--- config.mk ---
export PLATFORM = sky130hd
export DESIGN_NAME = hc_sr04_scan_ctrl_flat
export DESIGN_NICKNAME = d
export VERILOG_FILES = /design/src/rtl/hc_sr04_pkg.sv /design/src/rtl/hc_sr04_scan_ctrl_if.sv /design/src/rtl/hc_sr04_scan_ctrl_rr_next_ch.sv /design/src/rtl/hc_sr04_scan_ctrl.sv /design/src/flat_wrapper.sv
export SDC_FILE = /design/constraint.sdc
export NUM_CORES = 1
export LEC_CHECK = 0
export ABC_AREA = 1
export ABC_CLOCK_PERIOD_IN_PS = 1710
export BUFFER_PORTS_ARGS = -buffer_cell sky130_fd_sc_hd__buf_2
export CORE_UTILIZATION = 40
export DETAILED_ROUTE_END_ITERATION = 12
export SYNTH_ARGS = -nofsm -noshare
export SYNTH_HDL_FRONTEND = slang
export SYNTH_SLANG_ARGS = --single-unit
--- constraint.sdc ---
create_clock -name clk -period 1.71 [get_ports clk]
set_input_delay 0.342 -clock clk [delete_from_list [all_inputs] [get_ports clk]]
set_output_delay 0.342 -clock clk [all_outputs]
set_load 0.02 [all_outputs]
--- src/rtl/hc_sr04_pkg.sv ---
// Shared definitions for the HC-SR04 scan controller: FSM state encoding,
// default timing constants, distance width and the timeout distance code.
package hc_sr04_pkg;

    typedef enum logic [2:0] {
        S_IDLE,
        S_START,
        S_WAIT,
        S_OUT,
        S_HOLD
    } scan_state_t;

    // Distance width in cm, wide enough for the 400 cm sensor range.
    localparam int DST_SZ_DEF  = 9;
    // No-echo timeout: 680 strobes of 58.82 us, about 40 ms.
    localparam int TMO_ST_DEF  = 680;
    // Crosstalk holdoff between measurements: 1020 strobes, about 60 ms.
    localparam int HOLD_ST_DEF = 1020;

    // Distance reported when a sensor never answers.
    localparam logic [DST_SZ_DEF-1:0] DST_TMO_CODE = '1;

    // One strobe counter serves both the timeout and the holdoff.
    function automatic int strobe_cnt_w(input int tmo_st, input int hold_st);
        return $clog2(((tmo_st > hold_st) ? tmo_st : hold_st) + 1);
    endfunction

endpackage

--- src/rtl/hc_sr04_scan_ctrl_if.sv ---
// Result stream from the scan controller toward BCD/display logic.
// The controller drives vld/ch/dst/tmo, the consumer drives rdy.
interface hc_sr04_scan_ctrl_if
    import hc_sr04_pkg::*;
#(
    parameter int N_CH   = 4,
    parameter int DST_SZ = DST_SZ_DEF
);
    logic                    vld;
    logic                    rdy;
    logic [$clog2(N_CH)-1:0] ch;
    logic [DST_SZ-1:0]       dst;
    logic                    tmo;

    modport master (output vld, ch, dst, tmo, input rdy);
    modport slave  (input vld, ch, dst, tmo, output rdy);
endinterface

--- src/rtl/hc_sr04_scan_ctrl_rr_next_ch.sv ---
// Combinational round-robin finder: returns the nearest eligible channel
// starting at cur (incl=1) or just after cur (incl=0), wrapping N_CH-1 -> 0.
// any is high when at least one channel is eligible; otherwise nxt=cur.
module rr_next_ch
    import hc_sr04_pkg::*;
#(
    parameter int N_CH = 4
) (
    input  logic [$clog2(N_CH)-1:0] cur,
    input  logic                    incl,
    input  logic [N_CH-1:0]         elig,
    output logic [$clog2(N_CH)-1:0] nxt,
    output logic                    any
);
    localparam int CH_W = $clog2(N_CH);

    logic [CH_W-1:0] cand;

    // Walk offsets far-to-near so the nearest eligible candidate is written last.
    always_comb begin
        // NOTE: every comb output gets a default before the loop so no path infers a latch.
        nxt  = cur;
        cand = '0;
        for (int k = N_CH - 1; k >= 0; k--) begin
            cand = CH_W'((int'(cur) + (incl ? 0 : 1) + k) % N_CH);
            if (elig[cand]) begin
                nxt = cand;
            end
        end
    end

    assign any = |elig;

endmodule

--- src/rtl/hc_sr04_scan_ctrl.sv ---
// Round-robin scheduler sharing one HC-SR04 measurement FSM among N_CH sensors.
// One measurement runs at a time: the trigger is steered to the selected sensor,
// its echo is steered back, and each result leaves tagged with its channel.
// A no-echo timeout and an inter-measurement crosstalk holdoff are enforced in
// units of the 58.82 us strobe.
// Optional feature: define HC_SR04_SCAN_MASK_EN to add ch_mask, a per-channel
// eligibility mask; without it every channel is eligible.
module hc_sr04_scan_ctrl
    import hc_sr04_pkg::*;
#(
    parameter int N_CH    = 4,
    parameter int DST_SZ  = DST_SZ_DEF,
    parameter int TMO_ST  = TMO_ST_DEF,
    parameter int HOLD_ST = HOLD_ST_DEF
) (
    input  logic                clk,
    input  logic                rst,
    input  logic                st,
    input  logic                run,
    input  logic [N_CH-1:0]     sensor_echo,
    output logic                fsm_echo,
    input  logic                fsm_trig,
    output logic [N_CH-1:0]     sensor_trig,
    output logic                meas_en,
    input  logic                meas_done,
    input  logic [DST_SZ-1:0]   meas_dst,
`ifdef HC_SR04_SCAN_MASK_EN
    input  logic [N_CH-1:0]     ch_mask,
`endif
    output logic                busy,
    hc_sr04_scan_ctrl_if.master res
);
    localparam int CH_W  = $clog2(N_CH);
    localparam int CNT_W = strobe_cnt_w(TMO_ST, HOLD_ST);

    scan_state_t       state, state_nxt;
    logic [CH_W-1:0]   ch, ch_nxt;
    logic [CNT_W-1:0]  cnt;
    logic [DST_SZ-1:0] dst_q;
    logic              tmo_q;
    logic [N_CH-1:0]   elig;
    logic [CH_W-1:0]   rr_ch;
    logic              rr_any;
    logic              tmo_hit;
    logic              hold_hit;

`ifdef HC_SR04_SCAN_MASK_EN
    assign elig = ch_mask;
`else
    assign elig = '1;
`endif

    // From IDLE the current channel is itself a candidate (so the first scan
    // after reset starts at channel 0); on leaving HOLD the search starts after it.
    rr_next_ch #(.N_CH(N_CH)) u_rr (
        .cur  (ch),
        .incl (state == S_IDLE),
        .elig (elig),
        .nxt  (rr_ch),
        .any  (rr_any)
    );

    // The strobe that completes the count is the one that fires the event.
    assign tmo_hit  = (state == S_WAIT) && st && (cnt == CNT_W'(TMO_ST - 1));
    assign hold_hit = (state == S_HOLD) && st && (cnt == CNT_W'(HOLD_ST - 1));

    // State register.
    always_ff @(posedge clk) begin
        // NOTE: sequential state uses non-blocking assignments so every flop samples pre-edge values.
        if (rst) begin
            state <= S_IDLE;
        end else begin
            state <= state_nxt;
        end
    end

    // Next-state and control outputs.
    always_comb begin
        state_nxt   = state;
        ch_nxt      = ch;
        meas_en     = 1'b0;
        busy        = 1'b1;
        res.vld     = 1'b0;
        sensor_trig = '0;
        fsm_echo    = 1'b0;
        case (state)
            S_IDLE: begin
                busy = 1'b0;
                if (run && rr_any) begin
                    state_nxt = S_START;
                    ch_nxt    = rr_ch;
                end
            end
            S_START: begin
                meas_en     = 1'b1;
                sensor_trig = {N_CH{fsm_trig}} & (N_CH'(1) << ch);
                state_nxt   = S_WAIT;
            end
            S_WAIT: begin
                sensor_trig = {N_CH{fsm_trig}} & (N_CH'(1) << ch);
                fsm_echo    = sensor_echo[ch];
                if (meas_done || tmo_hit) begin
                    state_nxt = S_OUT;
                end
            end
            S_OUT: begin
                res.vld = 1'b1;
                if (res.rdy) begin
                    state_nxt = S_HOLD;
                end
            end
            S_HOLD: begin
                if (hold_hit) begin
                    // Advance even when stopping so a later restart resumes after ch.
                    if (rr_any) begin
                        ch_nxt = rr_ch;
                    end
                    state_nxt = (run && rr_any) ? S_START : S_IDLE;
                end
            end
            default: begin
                state_nxt = S_IDLE;
            end
        endcase
    end

    // Channel pointer; holds through OUT so the result tag is stable.
    always_ff @(posedge clk) begin
        if (rst) begin
            ch <= '0;
        end else begin
            ch <= ch_nxt;
        end
    end

    // Strobe counter: cleared at START and on entering OUT, counts in WAIT and HOLD only.
    always_ff @(posedge clk) begin
        if (rst) begin
            cnt <= '0;
        end else if (state == S_START || (state == S_WAIT && state_nxt == S_OUT)) begin
            cnt <= '0;
        end else if (st && (state == S_WAIT || state == S_HOLD)) begin
            cnt <= cnt + 1'b1;
        end
    end

    // Result capture; a distance arriving on the timeout strobe takes priority.
    always_ff @(posedge clk) begin
        if (rst) begin
            dst_q <= '0;
            tmo_q <= 1'b0;
        end else if (state == S_WAIT) begin
            if (meas_done) begin
                dst_q <= meas_dst;
                tmo_q <= 1'b0;
            end else if (tmo_hit) begin
                dst_q <= {DST_SZ{1'b1}};
                tmo_q <= 1'b1;
            end
        end
    end

    assign res.ch  = ch;
    assign res.dst = dst_q;
    assign res.tmo = tmo_q;

endmodule
--- src/flat_wrapper.sv ---
// flat-port wrapper written by rule: the top's interface ports become plain ports
module hc_sr04_scan_ctrl_flat import hc_sr04_pkg::*;
#(
    parameter int N_CH    = 4,
    parameter int DST_SZ  = DST_SZ_DEF,
    parameter int TMO_ST  = TMO_ST_DEF,
    parameter int HOLD_ST = HOLD_ST_DEF
)
  (clk, rst, st, run, sensor_echo, fsm_echo, fsm_trig, sensor_trig, meas_en, meas_done, meas_dst, busy, res_vld, res_ch, res_dst, res_tmo, res_rdy);
  hc_sr04_scan_ctrl_if #(.N_CH(N_CH), .DST_SZ(DST_SZ)) res_i ();
  input  logic clk;
  input  logic rst;
  input  logic st;
  input  logic run;
  input  logic [N_CH-1:0] sensor_echo;
  output logic fsm_echo;
  input  logic fsm_trig;
  output logic [N_CH-1:0] sensor_trig;
  output logic meas_en;
  input  logic meas_done;
  input  logic [DST_SZ-1:0] meas_dst;
  output logic busy;
  output wire logic [$bits(res_i.vld)-1:0] res_vld;
  output wire logic [$bits(res_i.ch)-1:0] res_ch;
  output wire logic [$bits(res_i.dst)-1:0] res_dst;
  output wire logic [$bits(res_i.tmo)-1:0] res_tmo;
  input wire logic [$bits(res_i.rdy)-1:0] res_rdy;
  assign res_vld = res_i.vld;
  assign res_ch = res_i.ch;
  assign res_dst = res_i.dst;
  assign res_tmo = res_i.tmo;
  assign res_i.rdy = res_rdy;
  hc_sr04_scan_ctrl #(.N_CH(N_CH), .DST_SZ(DST_SZ), .TMO_ST(TMO_ST), .HOLD_ST(HOLD_ST)) u_core (.clk(clk), .rst(rst), .st(st), .run(run), .sensor_echo(sensor_echo), .fsm_echo(fsm_echo), .fsm_trig(fsm_trig), .sensor_trig(sensor_trig), .meas_en(meas_en), .meas_done(meas_done), .meas_dst(meas_dst), .busy(busy), .res(res_i));
endmodule
### Word level (Yosys, flattened, before mapping)

Cells that the tools add are included.
W data, S select, Z words.

| operators by class | value |
|---|---|
| $add $sub $neg | 5 |
| magnitude comparators | 5 |
| equality and inequality tests | 9 |
| shift-type cells | 1 |
| muxes and demuxes | 33 |
| bitwise gates (word level) | 1 |
| reduce and logical (&&, ||, !) cells | 16 |

Operators with widths:

| cell | number |
|---|---|
| $eq A10 B10 Y1 const B | 2 |
| $mux W9 | 2 |
| $lt A2 B3 Y1 const B | 5 |
| $pmux W3 S5 | 1 |
| $mux W1 | 13 |
| $mux W2 | 6 |
| $mux W3 | 4 |
| $add A10 B1 Y10 const B | 1 |
| $bmux W1 S2 | 5 |
| $eq A3 B2 Y1 const B | 3 |
| $logic_and A1 B1 Y1 | 6 |
| $add A2 B2 Y2 const B | 2 |
| $and A4 B4 Y4 | 1 |
| $mux W4 | 1 |
| $pmux W2 S2 | 1 |
| $reduce_bool A2 Y1 | 2 |
| $reduce_or A2 Y1 | 2 |
| $shl A1 B2 Y4 const A | 1 |
| $eq A3 B1 Y1 const B | 1 |
| $eq A3 B3 Y1 const B | 1 |
| $logic_not A3 Y1 | 1 |
| $logic_or A1 B1 Y1 | 3 |
| $reduce_and A3 Y1 | 1 |
| $add A2 B1 Y2 | 1 |
| other kinds (4) | 4 |

| word-level totals | value |
|---|---|
| register bits after elaboration | 25 |
| input bits | 20 |
| output and inout bits | 20 |
| word-level logic and storage cells | 75 |

### Depth between registers and ports, before layout

| logic depth | value |
|---|---|
| depth after elaboration | 12 |
| depth in mapped cells | 8 |

### Modules after synthesis

A second synthesis with hierarchy kept.

| second synthesis, totals | value |
|---|---|
| cells, all modules | 261 |
| area, all modules | 1671.6 µm² |

Modules (own cells, without submodules):

| module | times used | cells an instance | area an instance (µm²) |
|---|---|---|---|
| hc_sr04_scan_ctrl | 1 | 198 | 1376.3 |
| rr_next_ch | 1 | 63 | 295.3 |

### Worst setup path after synthesis

OpenSTA, ideal clock, no wires.

| timing path | value |
|---|---|
| path type | flip-flop to output port |
| start point | register u_core.state[2] |
| end point | output port sensor_trig[0] |
| arrival | 1.369 ns |
| required time | 1.368 ns |
| path slack | -0.001 ns |
| stages on the path, launching flop included | 6 |
| buffers on the path | 0 |
| path through | dfxtp_1 -> inv_2 -> nand3_1 -> inv_1 -> o21ai_0 -> nor3_1 |

| between the ends | value |
|---|---|
| longest elaborated chain between the ends | 3 |

Ends and longest elaborated chain:

| what | line | text |
|---|---|---|
| start, declared | hc_sr04_scan_ctrl.sv:36 | `scan_state_t state, state_nxt;` |
| start signal, assigned | hc_sr04_scan_ctrl.sv:73 | `state <= state_nxt;` |
| $eq A3 B1 Y1 / $eq A3 B2 Y1 (equally long branches) | hc_sr04_scan_ctrl.sv:86 | `case (state)` |
| $reduce_or A2 Y1 (no line) * | n/a |  |
| $mux W4 * | n/a |  |
| end, declared | flat_wrapper.sv:18 | `output logic [N_CH-1:0] sensor_trig;` |

Every way passes the cells marked *; elsewhere a longest branch is shown, timed or not.

### Final worst setup path

| timing path | value |
|---|---|
| start point | register u_core.state[0] |
| end point | output port sensor_trig[2] |

Same word-level chain as after synthesis.

==> run summary <==
Status: finished, violations left
Failing checks: setup timing
Hold_buf cts: 0
Synth Area in XOR/XNOR: 0.02405
Initial Util: 0.4264
Pleak: 0.0009401 uW
Mux share of post-synthesis cell area: 0
Initial DRC count: 56
Buf/Inv on CP: 2
Most frequent cells in the layout: nand2_1, buf_2, inv_1, dfxtp_1, nor2_1
CP peak stage delay: 0.39 ns
Slack of the critical path: -0.006054 ns
Number of global-route vias before repair: 1300
Delay-heaviest family, CP: flip-flops
Fmax: 582.7 MHz
Slew HR: 0.8239
CP arrival: 1.37 ns
Final Hold Fails: 0
First-pass GRT wire length: 5.568 mm
Synth Area in Compound Gates: 0.1778
Grt ovf: 0
RSZ-0062 raised after global routing: true
Overall Global Routing Usage: 0.1775
Total number of vias: 1396
Dpl cell area: 1715 sq um
Routed length per instance: 10.96 um
Synth Area in Adders: 0.01718
First drt pass iteration count: 4
Hold Path Origin: rst
Worst path cell trace: nand3b_4 > inv_4 > o21ai_4 > nor3_2 > buf_4
NumNets Final: 276
Hold depth: 2
Switching Share: 0.3304
CTS buffer count: 3
Hold Path End: u_core.res.ch[0]
Min-delay worst type: in2reg
Synth Area in Simple Gates: 0.3256
TritonCTS Sinks: 25
Largest net degree at the start of global routing: 16
Crit path time final: 1.716 ns
CP required: 1.37 ns
Final cell count without fillers: 299
Crit share post-route: 1.004
Startpoint Class: flip-flop
Yosys Warn Count: 0
Longest Clk Path Bufs: 2
Max cap viols: 0
Share of layout cells above drive strength 1: 0.3478
Final setup vio count: 1
Final antenna-violating net count: 0
Die X: 62.34 um
Avg Synthesized Cell Area: 7.139 sq um
PD cells: 662.1 nW/um^2
Yosys reg bits: 25
Largest family of logic cells by synthesized area: simple AND/OR/NAND/NOR gates
I/O pins: 40
Switching power: 406.2 uW
Clock skew: 0.005013 ns
Initial antenna violation count: 0
Post-DR vias/cell: 4.669
DRC violations left: 0
DP Cell Count: 291
CTS tree: done
Kind of critical path: reg2out
Synth-to-Final Area Change: 27.49%
Die Y: 62.34 um
Critical Path Fanout Max: 4
Cells on worst reg2reg path: 7
Flop2flop setup slack: 0.18 ns
Core Region: 3416 sq um
Design Area, Final: 1857 sq um
Antenna fix cells: 0
Setup crit end kind: output port
Crit-path slowest cell: dfxtp_4
Syn_nets: 226
Worst skew pair latency: 0.33 ns
Top cells by area, synth: dfxtp_1, nand2_1, inv_1, nand3_1, a21oi_2
Worst ir drop on vdd: 0.3561 mV
RePlAce Congestion: 0.7763
Slew at the pin with the worst max-slew slack: 0.2613 ns
Flop pwr share: 0.515
Yosys top cell area share: 0.3436
Gate Count Post-Synth: 204
Reg clk slew, reported paths: 0.15 ns
Yosys top cell by area: dfxtp_1
Commonest non-fill, non-tap cell in the layout: nand2_1
Hold slack: 0.1911 ns
Row cnt: 21
Netlist cell types: 30
Detailed Route WL: 3.278 mm
RR Startpoint: u_core.state[0]
Clock Tree Root: clkbuf_4
Port Buf Inserts: 39
Seq/Total Area, Yosys: 0.3436
Die area: 3886 sq um
Post-DP HPWL: 2.292 mm
Gate power share: 0.252
R2r endpoint: u_core.cnt[6]
Mapped cell area: 1456 sq um
Max-slew violations: 0
Clock power frac: 0.233
Htree depth: 1
Cell-internal power: 823.2 uW
-- registers in the layout (all words and copies together) (netlist names) --
register        cells
u_core.res.tmo      1
u_core.res.dst      9
u_core.state        3
u_core.res.ch       2
u_core.cnt         10
-- metal layers --
layer  up-vias  routed length, um  GRT usage
met3         5                110    0.03125
met1       612               1642     0.2314
met4         0                 52    0.07849
met2        26               1473     0.2857
met5         -                  0          0
li1        753                  -          -
-- stage by stage --
step           power, uW  setup WS (ns)  utilization   TNS [ns]
3_3_place_gp       912.2         0.1510       0.5022          0
6_report            1229      -0.006054       0.5436  -0.006054
5_1_grt             1303       -0.07903       0.5436    -0.2859
2_1_floorplan      827.7      -0.001463            -  -0.005852
3_5_place_dp       910.4        0.08688       0.5022          0
4_1_cts             1209      -0.003957       0.5227  -0.003957
-- layout make-up --
| cell class | instances | area [sq um] |
|---|---|---|
| clock inverters | 1 | 7.507 |
| inverters | 33 | 133.9 |
| fillers | 371 | 1559 |
| multi-input cells | 142 | 839.6 |
| repair buffers | 49 | 281.5 |
| flip-flops and latches | 25 | 514.2 |
| clock buffers | 3 | 22.52 |
| well taps | 46 | 57.56 |
-- Yosys cell counts (all sizes together) --
cell type / count
nand4: 3
o21ai: 12
nor3: 5
xor2: 2
xnor2: 2
clkbuf: 1
buf: 3
nor2: 18
a31oi: 1
nand2: 53
nand3b: 3
dfxtp: 25
a41oi: 1
nand3: 16
a21oi: 15
inv: 33
ha: 2
o21bai: 9
-- worst register-to-register path, stage by stage (launching register included) --
cell      delay, ns
dfxtp_4        0.39
nand3b_4       0.17
buf_6          0.13
buf_4          0.15
nor2_1         0.12
nand3_2        0.17
nand3b_4       0.24
nor2_1         0.07
-- how the worst max path moves through the flow --
stage / start / endpoint / slack (ns) / cells past startpoint
after floorplan: u_core.state[2] / sensor_trig[0] / -0.001 / 5
after global placement: u_core.state[2] / sensor_trig[2] / 0.15 / 6
after detailed placement: u_core.state[2] / sensor_trig[2] / 0.09 / 6
after CTS: u_core.state[2] / sensor_trig[2] / -0.004 / 6
after global routing: u_core.state[2] / sensor_trig[2] / -0.08 / 6
final: u_core.state[0] / sensor_trig[2] / -0.006 / 5
-- power by group through the flow --
stage	registers (uW)	clock network, uW	logic (uW)
detailed placement	645	0	266
floorplan	665	0	163
global route	638	323	342
global placement	645	0	267
finish	633	286	310
CTS	631	297	281
-- timing repair --
action,CTS,global route
setup buffers,2,2
resized for setup,12,17
endpoints found under the setup margin,5,5
pin swaps,0,3
endpoints found under the hold margin,0,0
-- logic make-up after synthesis --
| group | after synthesis |
|---|---|
| AND/OR/NAND/NOR | 98 |
| AO/OA/AOI/OAI | 38 |
| buffers and inverters | 37 |
| flip-flops | 25 |
| XOR/XNOR | 4 |
| adder cells (fa/ha/maj) | 2 |
No activity file was read; power rests on OpenSTA's default activity.
